### src/rtl/bsg_blackparrot_mem_channel_striper.sv
`default_nettype none
// ============================================================================
// Module   : bsg_blackparrot_mem_channel_striper
// Purpose  : Distributes BlackParrot memory commands across num_channels_p
//            DRAM-side channels. Each command goes to one channel, chosen by
//            region (top address bits) or striped (bits above the stripe
//            granule) interleaving. Responses are returned to the core in
//            command order by tracking channel IDs in an in-order FIFO.
// Ports    : clk_i, reset_n_i (sync, active-low)
//            mode_i / mode_o          - interleave mode request / latched mode
//            cmd_*                    - core command (ready/valid)
//            resp_*                   - core response (valid/yumi)
//            ch_cmd_*                 - per-channel commands (broadcast data)
//            ch_resp_*                - per-channel responses (valid/yumi)
//            outstanding_o            - commands awaiting a response
//            unexpected_resp_o        - sticky: response seen with none pending
// Revision : 1.0 - initial release
// ============================================================================
module bsg_blackparrot_mem_channel_striper #(
    parameter int num_channels_p    = 2,
    parameter int addr_width_p      = 40,
    parameter int msg_width_p       = 128,
    parameter int stripe_lg_p       = 6,
    parameter int max_outstanding_p = 8
) (
    input  logic                                    clk_i,
    input  logic                                    reset_n_i,
    input  logic                                    mode_i,
    input  logic [msg_width_p-1:0]                  cmd_i,
    input  logic [addr_width_p-1:0]                 cmd_addr_i,
    input  logic                                    cmd_v_i,
    output logic                                    cmd_ready_and_o,
    output logic [msg_width_p-1:0]                  resp_o,
    output logic                                    resp_v_o,
    input  logic                                    resp_yumi_i,
    output logic [num_channels_p*msg_width_p-1:0]   ch_cmd_o,
    output logic [num_channels_p-1:0]               ch_cmd_v_o,
    input  logic [num_channels_p-1:0]               ch_cmd_ready_and_i,
    input  logic [num_channels_p*msg_width_p-1:0]   ch_resp_i,
    input  logic [num_channels_p-1:0]               ch_resp_v_i,
    output logic [num_channels_p-1:0]               ch_resp_yumi_o,
    output logic [$clog2(max_outstanding_p+1)-1:0]  outstanding_o,
    output logic                                    mode_o,
    output logic                                    unexpected_resp_o
);

    localparam int LG_CH  = (num_channels_p > 1) ? $clog2(num_channels_p) : 1;
    // Channel vectors are padded to 2**LG_CH entries so that indexing with an
    // LG_CH-bit channel ID is always in range, including the 1-channel case.
    localparam int CH_PAD = 1 << LG_CH;
    localparam int PTR_W  = $clog2(max_outstanding_p);
    localparam int CNT_W  = $clog2(max_outstanding_p + 1);

    // ------------------------------------------------------------------------
    // State
    // ------------------------------------------------------------------------
    logic [LG_CH-1:0] fifo_q [max_outstanding_p];
    logic [PTR_W-1:0] wptr_q, wptr_d;
    logic [PTR_W-1:0] rptr_q, rptr_d;
    logic [CNT_W-1:0] cnt_q,  cnt_d;
    logic             mode_q, mode_d;
    logic             err_q,  err_d;

    // ------------------------------------------------------------------------
    // Padded per-channel views
    // ------------------------------------------------------------------------
    logic [CH_PAD-1:0]      ready_pad;
    logic [CH_PAD-1:0]      resp_v_pad;
    logic [msg_width_p-1:0] resp_arr [CH_PAD];

    generate
        for (genvar g = 0; g < CH_PAD; g++) begin : g_pad
            if (g < num_channels_p) begin : g_real
                assign ready_pad[g]  = ch_cmd_ready_and_i[g];
                assign resp_v_pad[g] = ch_resp_v_i[g];
                assign resp_arr[g]   = ch_resp_i[g*msg_width_p +: msg_width_p];
            end else begin : g_fill
                assign ready_pad[g]  = 1'b0;
                assign resp_v_pad[g] = 1'b0;
                assign resp_arr[g]   = '0;
            end
        end
    endgenerate

    // ------------------------------------------------------------------------
    // Channel select (uses the latched mode, never the live request)
    // ------------------------------------------------------------------------
    logic [LG_CH-1:0] ch_sel;

    always_comb begin
        ch_sel = '0;
        if (num_channels_p > 1) begin
            if (mode_q) begin
                ch_sel = cmd_addr_i[stripe_lg_p +: LG_CH];
            end else begin
                ch_sel = cmd_addr_i[addr_width_p-1 -: LG_CH];
            end
        end
    end

    // ------------------------------------------------------------------------
    // Command / response handshakes
    // ------------------------------------------------------------------------
    logic             full;
    logic             empty;
    logic             push;
    logic             pop;
    logic [LG_CH-1:0] head;

    // full comes from the registered count only, so a pop cannot open a slot
    // in the same cycle and resp_yumi_i never reaches cmd_ready_and_o.
    assign full  = (cnt_q == CNT_W'(max_outstanding_p));
    assign empty = (cnt_q == '0);
    assign head  = fifo_q[rptr_q];

    assign cmd_ready_and_o = ready_pad[ch_sel] & ~full;
    assign push            = cmd_v_i & cmd_ready_and_o;

    assign resp_v_o = ~empty & resp_v_pad[head];
    assign resp_o   = resp_arr[head];
    assign pop      = resp_yumi_i & ~empty;

    generate
        for (genvar g = 0; g < num_channels_p; g++) begin : g_ch
            assign ch_cmd_o[g*msg_width_p +: msg_width_p] = cmd_i;
            assign ch_cmd_v_o[g]     = cmd_v_i & ~full & (ch_sel == LG_CH'(g));
            // Only the head channel is ever consumed; responses on other
            // channels wait until their command reaches the head.
            assign ch_resp_yumi_o[g] = pop & (head == LG_CH'(g));
        end
    endgenerate

    // ------------------------------------------------------------------------
    // Next state
    // ------------------------------------------------------------------------
    always_comb begin
        wptr_d = wptr_q;
        rptr_d = rptr_q;
        cnt_d  = cnt_q;
        mode_d = mode_q;
        err_d  = err_q;

        if (push) begin
            wptr_d = wptr_q + PTR_W'(1);
        end
        if (pop) begin
            rptr_d = rptr_q + PTR_W'(1);
        end
        cnt_d = cnt_q + CNT_W'(push) - CNT_W'(pop);

        // Remap only when nothing is in flight, so no command is ever routed
        // under one mapping and answered under another.
        if (empty && !push) begin
            mode_d = mode_i;
        end

        if (empty && (|ch_resp_v_i)) begin
            err_d = 1'b1;
        end
    end

    always_ff @(posedge clk_i) begin
        if (!reset_n_i) begin
            wptr_q <= '0;
            rptr_q <= '0;
            cnt_q  <= '0;
            mode_q <= 1'b0;
            err_q  <= 1'b0;
        end else begin
            wptr_q <= wptr_d;
            rptr_q <= rptr_d;
            cnt_q  <= cnt_d;
            mode_q <= mode_d;
            err_q  <= err_d;
        end
    end

    // Order storage needs no reset: entries are only read between push and pop.
    always_ff @(posedge clk_i) begin
        if (push) begin
            fifo_q[wptr_q] <= ch_sel;
        end
    end

    assign outstanding_o     = cnt_q;
    assign mode_o            = mode_q;
    assign unexpected_resp_o = err_q;

endmodule : bsg_blackparrot_mem_channel_striper
`default_nettype wire

### config.mk
export PLATFORM = sky130hd
export DESIGN_NAME = bsg_blackparrot_mem_channel_striper
export DESIGN_NICKNAME = d
export VERILOG_FILES = /design/src/rtl/bsg_blackparrot_mem_channel_striper.sv
export SDC_FILE = /design/constraint.sdc
export NUM_CORES = 1
export LEC_CHECK = 0
export ABC_AREA = 1
export CORE_AREA = 2 2 326 328
export DETAILED_ROUTE_END_ITERATION = 10
export DIE_AREA = 0 0 328 330
export SLEW_MARGIN = 10
export SYNTH_ARGS = -nofsm -noshare
export SYNTH_HDL_FRONTEND = slang
export SYNTH_SLANG_ARGS = --single-unit
### constraint.sdc
create_clock -name clk_i -period 5.97 [get_ports clk_i]
set_input_delay 1.791 -clock clk_i [delete_from_list [all_inputs] [get_ports clk_i]]
set_output_delay 1.791 -clock clk_i [all_outputs]
set_load 0.01 [all_outputs]
* Yosys cells after proc, flatten, opt, wreduce, memory -nomap -nowiden
Memory sizes are Yosys's and may differ from the RTL's. A register that Yosys moved wholly into a read port is not among the register bits.
Cells that the tools add are included.
** Cells by class
- $add $sub $neg :: 4
- $lt $le $gt $ge :: 3
- Equal/unequal tests :: 1
- Muxes and demuxes :: 12
- Bitwise gates (word level) :: 14
- Reductions and logical operators :: 5
** Operator list (number)
- 128-bit 2-to-1 mux :: 3
- 1-bit bitwise AND :: 9
- 1-bit 2-to-1 mux :: 7
- 3-bit by 1-bit adder with 3-bit output (second input constant) :: 2
- 3-bit 2-to-1 mux :: 2
- 4-bit by 1-bit adder with 4-bit output :: 1
- 4-bit equality test (second input constant) :: 1
- 4-bit zero test :: 1
- 1-bit by 2-bit < comparator with 1-bit output (second input constant) :: 2
- 1-bit inverter :: 4
- 4-bit by 1-bit subtractor with 4-bit output :: 1
- 2-bit >= comparator (second input constant) :: 1
- 1-bit logical AND :: 2
- 1-bit inverter with 2-bit output :: 1
- 2-bit OR reduction :: 1
- 1-bit zero test :: 1
** Storage, ports and cells
- Register bits after elaboration :: 12
- Bits in writable memories :: 8
- Input bits :: 433
- Output and inout port bits :: 396
- Memories kept :: 1
** Memories
- fifo_q :: depth 8, bits a word 1, rd ports 1, clocked after Yosys merged registers in 1, write ports 1, line 57 : logic [LG_CH-1:0] fifo_q [max_outstanding_p];

* Logic depth before layout (Yosys ltp)
- Depth in word-level cells :: 7
- Mapped depth :: 12
- Depth with buffers taken out :: 12

* Worst setup path after synthesis
OpenSTA, ideal clock, no wires.
- Path type :: input port to output port
- Start point :: in cmd_addr_i[6]
- End point :: out cmd_ready_and_o
- Data arrival time :: 2378 ps
- Data required time :: 4179 ps
- Setup slack :: 1801 ps
- Stages on the path :: 5
- Path buffers :: 0
- Cell sequence :: nand2_1 -> nand2_1 -> nand2_1 -> nand2_1 -> a21oi_1
** On the way
- Word-level cells in the longest chain between the ends :: 4
** Ends and longest elaborated chain
- start: declaration :: line 30 : input logic [addr_width_p-1:0] cmd_addr_i,
- 1-bit 2-to-1 mux :: line 93 : if (mode_q) begin
- named net ch_sel :: line 88 : logic [LG_CH-1:0] ch_sel;
- 1-bit 2-to-1 mux (implied by the code) (2 in a row) :: line 116 : assign cmd_ready_and_o = ready_pad[ch_sel] & ~full;
- 1-bit bitwise AND :: line 116
- end: declaration :: line 32 : output logic cmd_ready_and_o,
The timed path passes the listed nets, and every way through them passes these cells. The select of a mux whose other input is x is not followed.

* Worst setup path in the final report
- Start point :: in cmd_v_i
- End point :: out ch_cmd_v_o[1]
** On the way
- Word-level cells in the longest chain between the ends :: 2
** Ends and longest elaborated chain
- start: declaration :: line 31 : input logic cmd_v_i,
- 1-bit bitwise AND (2 in a row) :: line 126 : assign ch_cmd_v_o[g] = cmd_v_i & ~full & (ch_sel == LG_CH'(g));
- end: declaration :: line 37 : output logic [num_channels_p-1:0] ch_cmd_v_o,
No other way between the ends.

==> implementation parameters <==
Parameter                              Value

Placement
  GP Congestion ... about 0.74
  Half-perimeter wire length after detailed placement ... between 50 and 60 mm
  Post-placement setup slack ... between 0.7 and 0.8 ns
  IO Port Bufs ... around 410

Finish
  Area of all sequential standard cells ... roughly 540 µm²
  Area growth syn-to-layout ... 78.8%
  Multi-input combinational cell area ... ~2000 µm²
  Layout Nets ... roughly 1400
  Fraction of layout instances using a drive strength above 1 ... 2.11%
  Filler cell count in the final layout ... roughly 12000

Clock tree
  Count of hold-fix buffers inserted at cts ... 0
  Max Root-Sink Buffers ... 2
  CTS tree ... built
  CTS clk-pin slew, worst paths ... ~0.060 ns
  CTS HTree Levels ... 1
  Clock latency of the later-clocked register in the worst-skew pair ... about 0.25 ns
  Root Buffer ... sky130_fd_sc_hd__clkbuf_16
  Number of buffers added for setup after CTS ... 0
  Num CTS Buffers ... 3
  Total number of clock tree sinks ... 23
  PostCTS Resize Cnt ... 0

Floorplanning
  Die outline area ... about 110000 µm²
  Number of placement rows ... approximately 120
  Number of top-level pins ... slightly above 800
  Initial core utilization ... roughly 4.6%
  Core region area ... about 100000 µm²
  Horizontal die dimension ... approximately 330 µm
  Floorplan die height ... ~330 µm

Setup path
  Worst EP required ... 4.18 ns
  Startpoint of the lowest-slack register-to-register path ... outstanding_o[2]
  RR Endpoint ... outstanding_o[2]
  Setup slack of the most critical reg-to-reg path ... 3.32 ns
  Startpoint kind of the worst setup timing path ... input pin
  Crit. End Element ... primary output
  Depth of the worst register-to-register path ... 11
  Kind of critical path ... input pin to primary output
  Top fanout value on the critical path ... 3
  Arrival time at the worst endpoint ... approximately 3.5 ns

Synth
  Largest area contributor in the synthesized netlist ... sky130_fd_sc_hd__buf_4
  Ys async rst share ... 0%
  Cells after Synth ... 820
  Total number of yosys warnings ... 0
  Synthesized area divided by synthesized cell count ... 5.83 µm²
  Share of the yosys chip area belonging to registers ... a little under an eighth
  Flops & latches, synth ... 23
  Number of distinct library cells after synthesis ... 24
  Most used flip-flop cell after synthesis ... sky130_fd_sc_hd__dfxtp_1
  Netlist Area Pre-Place ... between 4000 and 5000 µm²
  Leading cell types by total area after synthesis ... sky130_fd_sc_hd__buf_4, sky130_fd_sc_hd__nand2_1, sky130_fd_sc_hd__dfxtp_1
  Post-synth EDFFs ... 8
  Fraction of synthesized cell area taken by the top area cell type ... 42.1%
  Total nets after synthesis ... ~1300

Power and ir drop
  Leakage power of the design ... 3.35 nW
  Cell area power density ... around 430 nW/µm²
  PnR Total Power ... 3.72 mW
  Worst voltage drop across the vdd grid ... around 0.19 mV

Drt
  Wire length per cell ... 23.9 µm
  Vias/cell ... around 2.3
  DR DRC count ... 0
  Starting DRC count in detailed routing ... 146
  Antenna viol nets, final ... 0
  Detailed-route wire length ... between 50 and 60 mm
  Detailed Routing Iterations Pass 1 ... 4
  Vias ... roughly 5400

Timing
  Achievable Freq ... 190 MHz
  Pin slew with the least headroom to its limit ... roughly 0.85 ns
  Worst setup slack after layout ... between 0.7 and 0.8 ns
  Setup repair after global routing missed its margin ... no
  Count of final hold-check violations ... 0
  Sum Neg Setup Slack ... 0 ns
  Clock Skew ... a little under 0.002 ns
  Max Slew Vio Count ... 0
  Max-Slew Margin vs Limit ... 43.2%
  Count of endpoints failing setup in the final report ... 0
  Shortest period the worst path allows ... ~5.3 ns
  Fraction of the cycle the final worst path needs ... a little under 90%

GRT
  Aggregate global-route resource usage ... just under 10%
  Global-route wire length before repair ... roughly 65 mm
  Final global-route overflow total ... 0
  Vias in the first global route ... 5115
  Maximum number of pins on one net before global-route repair ... 87
  Initial antenna violation count ... 8

Hold path
  WHS Endpoint ... unexpected_resp_o
  Type of the worst min-delay path ... flop to flop
  Hold path depth ... 2
  Hold path start ... unexpected_resp_o

Run status
  Run status ... completed

Run
  Max cap viols ... 0
[layout by cell type, fill, tap and decap left out, drive strengths merged, types with 8 or more instances in the layout]
cell             n
a21oi            8
nand3           10
nor2            19
clkdlybuf4s50  397
buf             13
nand2          416
ha               8
inv             33
dfxtp           15
edfxtp           8
[critical path, stage by stage]
cell and delay, ns:
sky130_fd_sc_hd__clkdlybuf4s50_1 0.47, sky130_fd_sc_hd__a21boi_0 0.25, sky130_fd_sc_hd__inv_1 0.12, sky130_fd_sc_hd__a21oi_1 0.24, sky130_fd_sc_hd__clkdlybuf4s50_1 0.59
[cell type report]
cell class	count	area share, %
timing repair buffer	410	47.8
antenna	5	0.146
multi-input combinational	480	23.0
inverter	33	1.51
tap	1391	20.4
clock buffer	4	0.922
sequential	23	6.32
[report_power, final]
part           switching [mW]  internal [mW]
clock                  0.0512         0.0910
combinational            2.13           1.21
sequential             0.0296          0.202
[cell usage after synthesis (3+ instances only)]
cell	n
sky130_fd_sc_hd__a21oi_1	8
sky130_fd_sc_hd__buf_2	3
sky130_fd_sc_hd__buf_4	268
sky130_fd_sc_hd__buf_6	12
sky130_fd_sc_hd__dfxtp_1	15
sky130_fd_sc_hd__edfxtp_1	8
sky130_fd_sc_hd__ha_1	8
sky130_fd_sc_hd__inv_1	31
sky130_fd_sc_hd__nand2_1	415
sky130_fd_sc_hd__nand3_1	10
sky130_fd_sc_hd__nor2_1	19
sky130_fd_sc_hd__nor3_1	5
sky130_fd_sc_hd__o21ai_0	5
[cells by family after synthesis]
family | Yosys count | share of synthesized area (%)
and+or+nand+nor | 454 | 36.3
DFF | 23 | 11.3
adders and majority gates | 9 | 2.51
buffers and inverters | 317 | 47.9
xor gates and xnor gates | 2 | 0.366
AOI/OAI and AO/OA | 15 | 1.65
[per-stage QoR]
stage / hold slack (ns) / area (µm²) / instances / utilization (%)
after floorplan: 0.448 / 4780 / 820 / -
after global placement: 0.461 / 8460 / 2337 / 8.08
after detailed placement: 0.473 / 8460 / 2337 / 8.08
after CTS: 0.482 / 8540 / 2341 / 8.16
after global routing: 0.504 / 8540 / 2341 / 8.16
final: 0.476 / 8550 / 2346 / 8.17
[worst max path at each step]
stage / start / to / slack [ns] / cells past startpoint
global placement: cmd_v_i / ch_cmd_v_o[1] / 0.74 / 5
global route: cmd_v_i / ch_cmd_v_o[1] / 0.57 / 5
CTS: cmd_v_i / ch_cmd_v_o[1] / 0.69 / 5
detailed placement: cmd_v_i / ch_cmd_v_o[1] / 0.70 / 5
floorplan: cmd_addr_i[6] / cmd_ready_and_o / 1.80 / 5
finish: cmd_v_i / ch_cmd_v_o[1] / 0.71 / 5
[per-layer routing]
metal	wire length (µm)	vias to the layer above	GRT usage, %	part of all wire [%]
met2	24600	543	15.4	44
li1	-	2464	-	-
met5	102	-	0	0.18
met3	9240	94	6.70	16
met1	20700	2272	10.6	37
met4	1470	12	2.18	2.6
No activity file was read; power rests on OpenSTA's default activity.
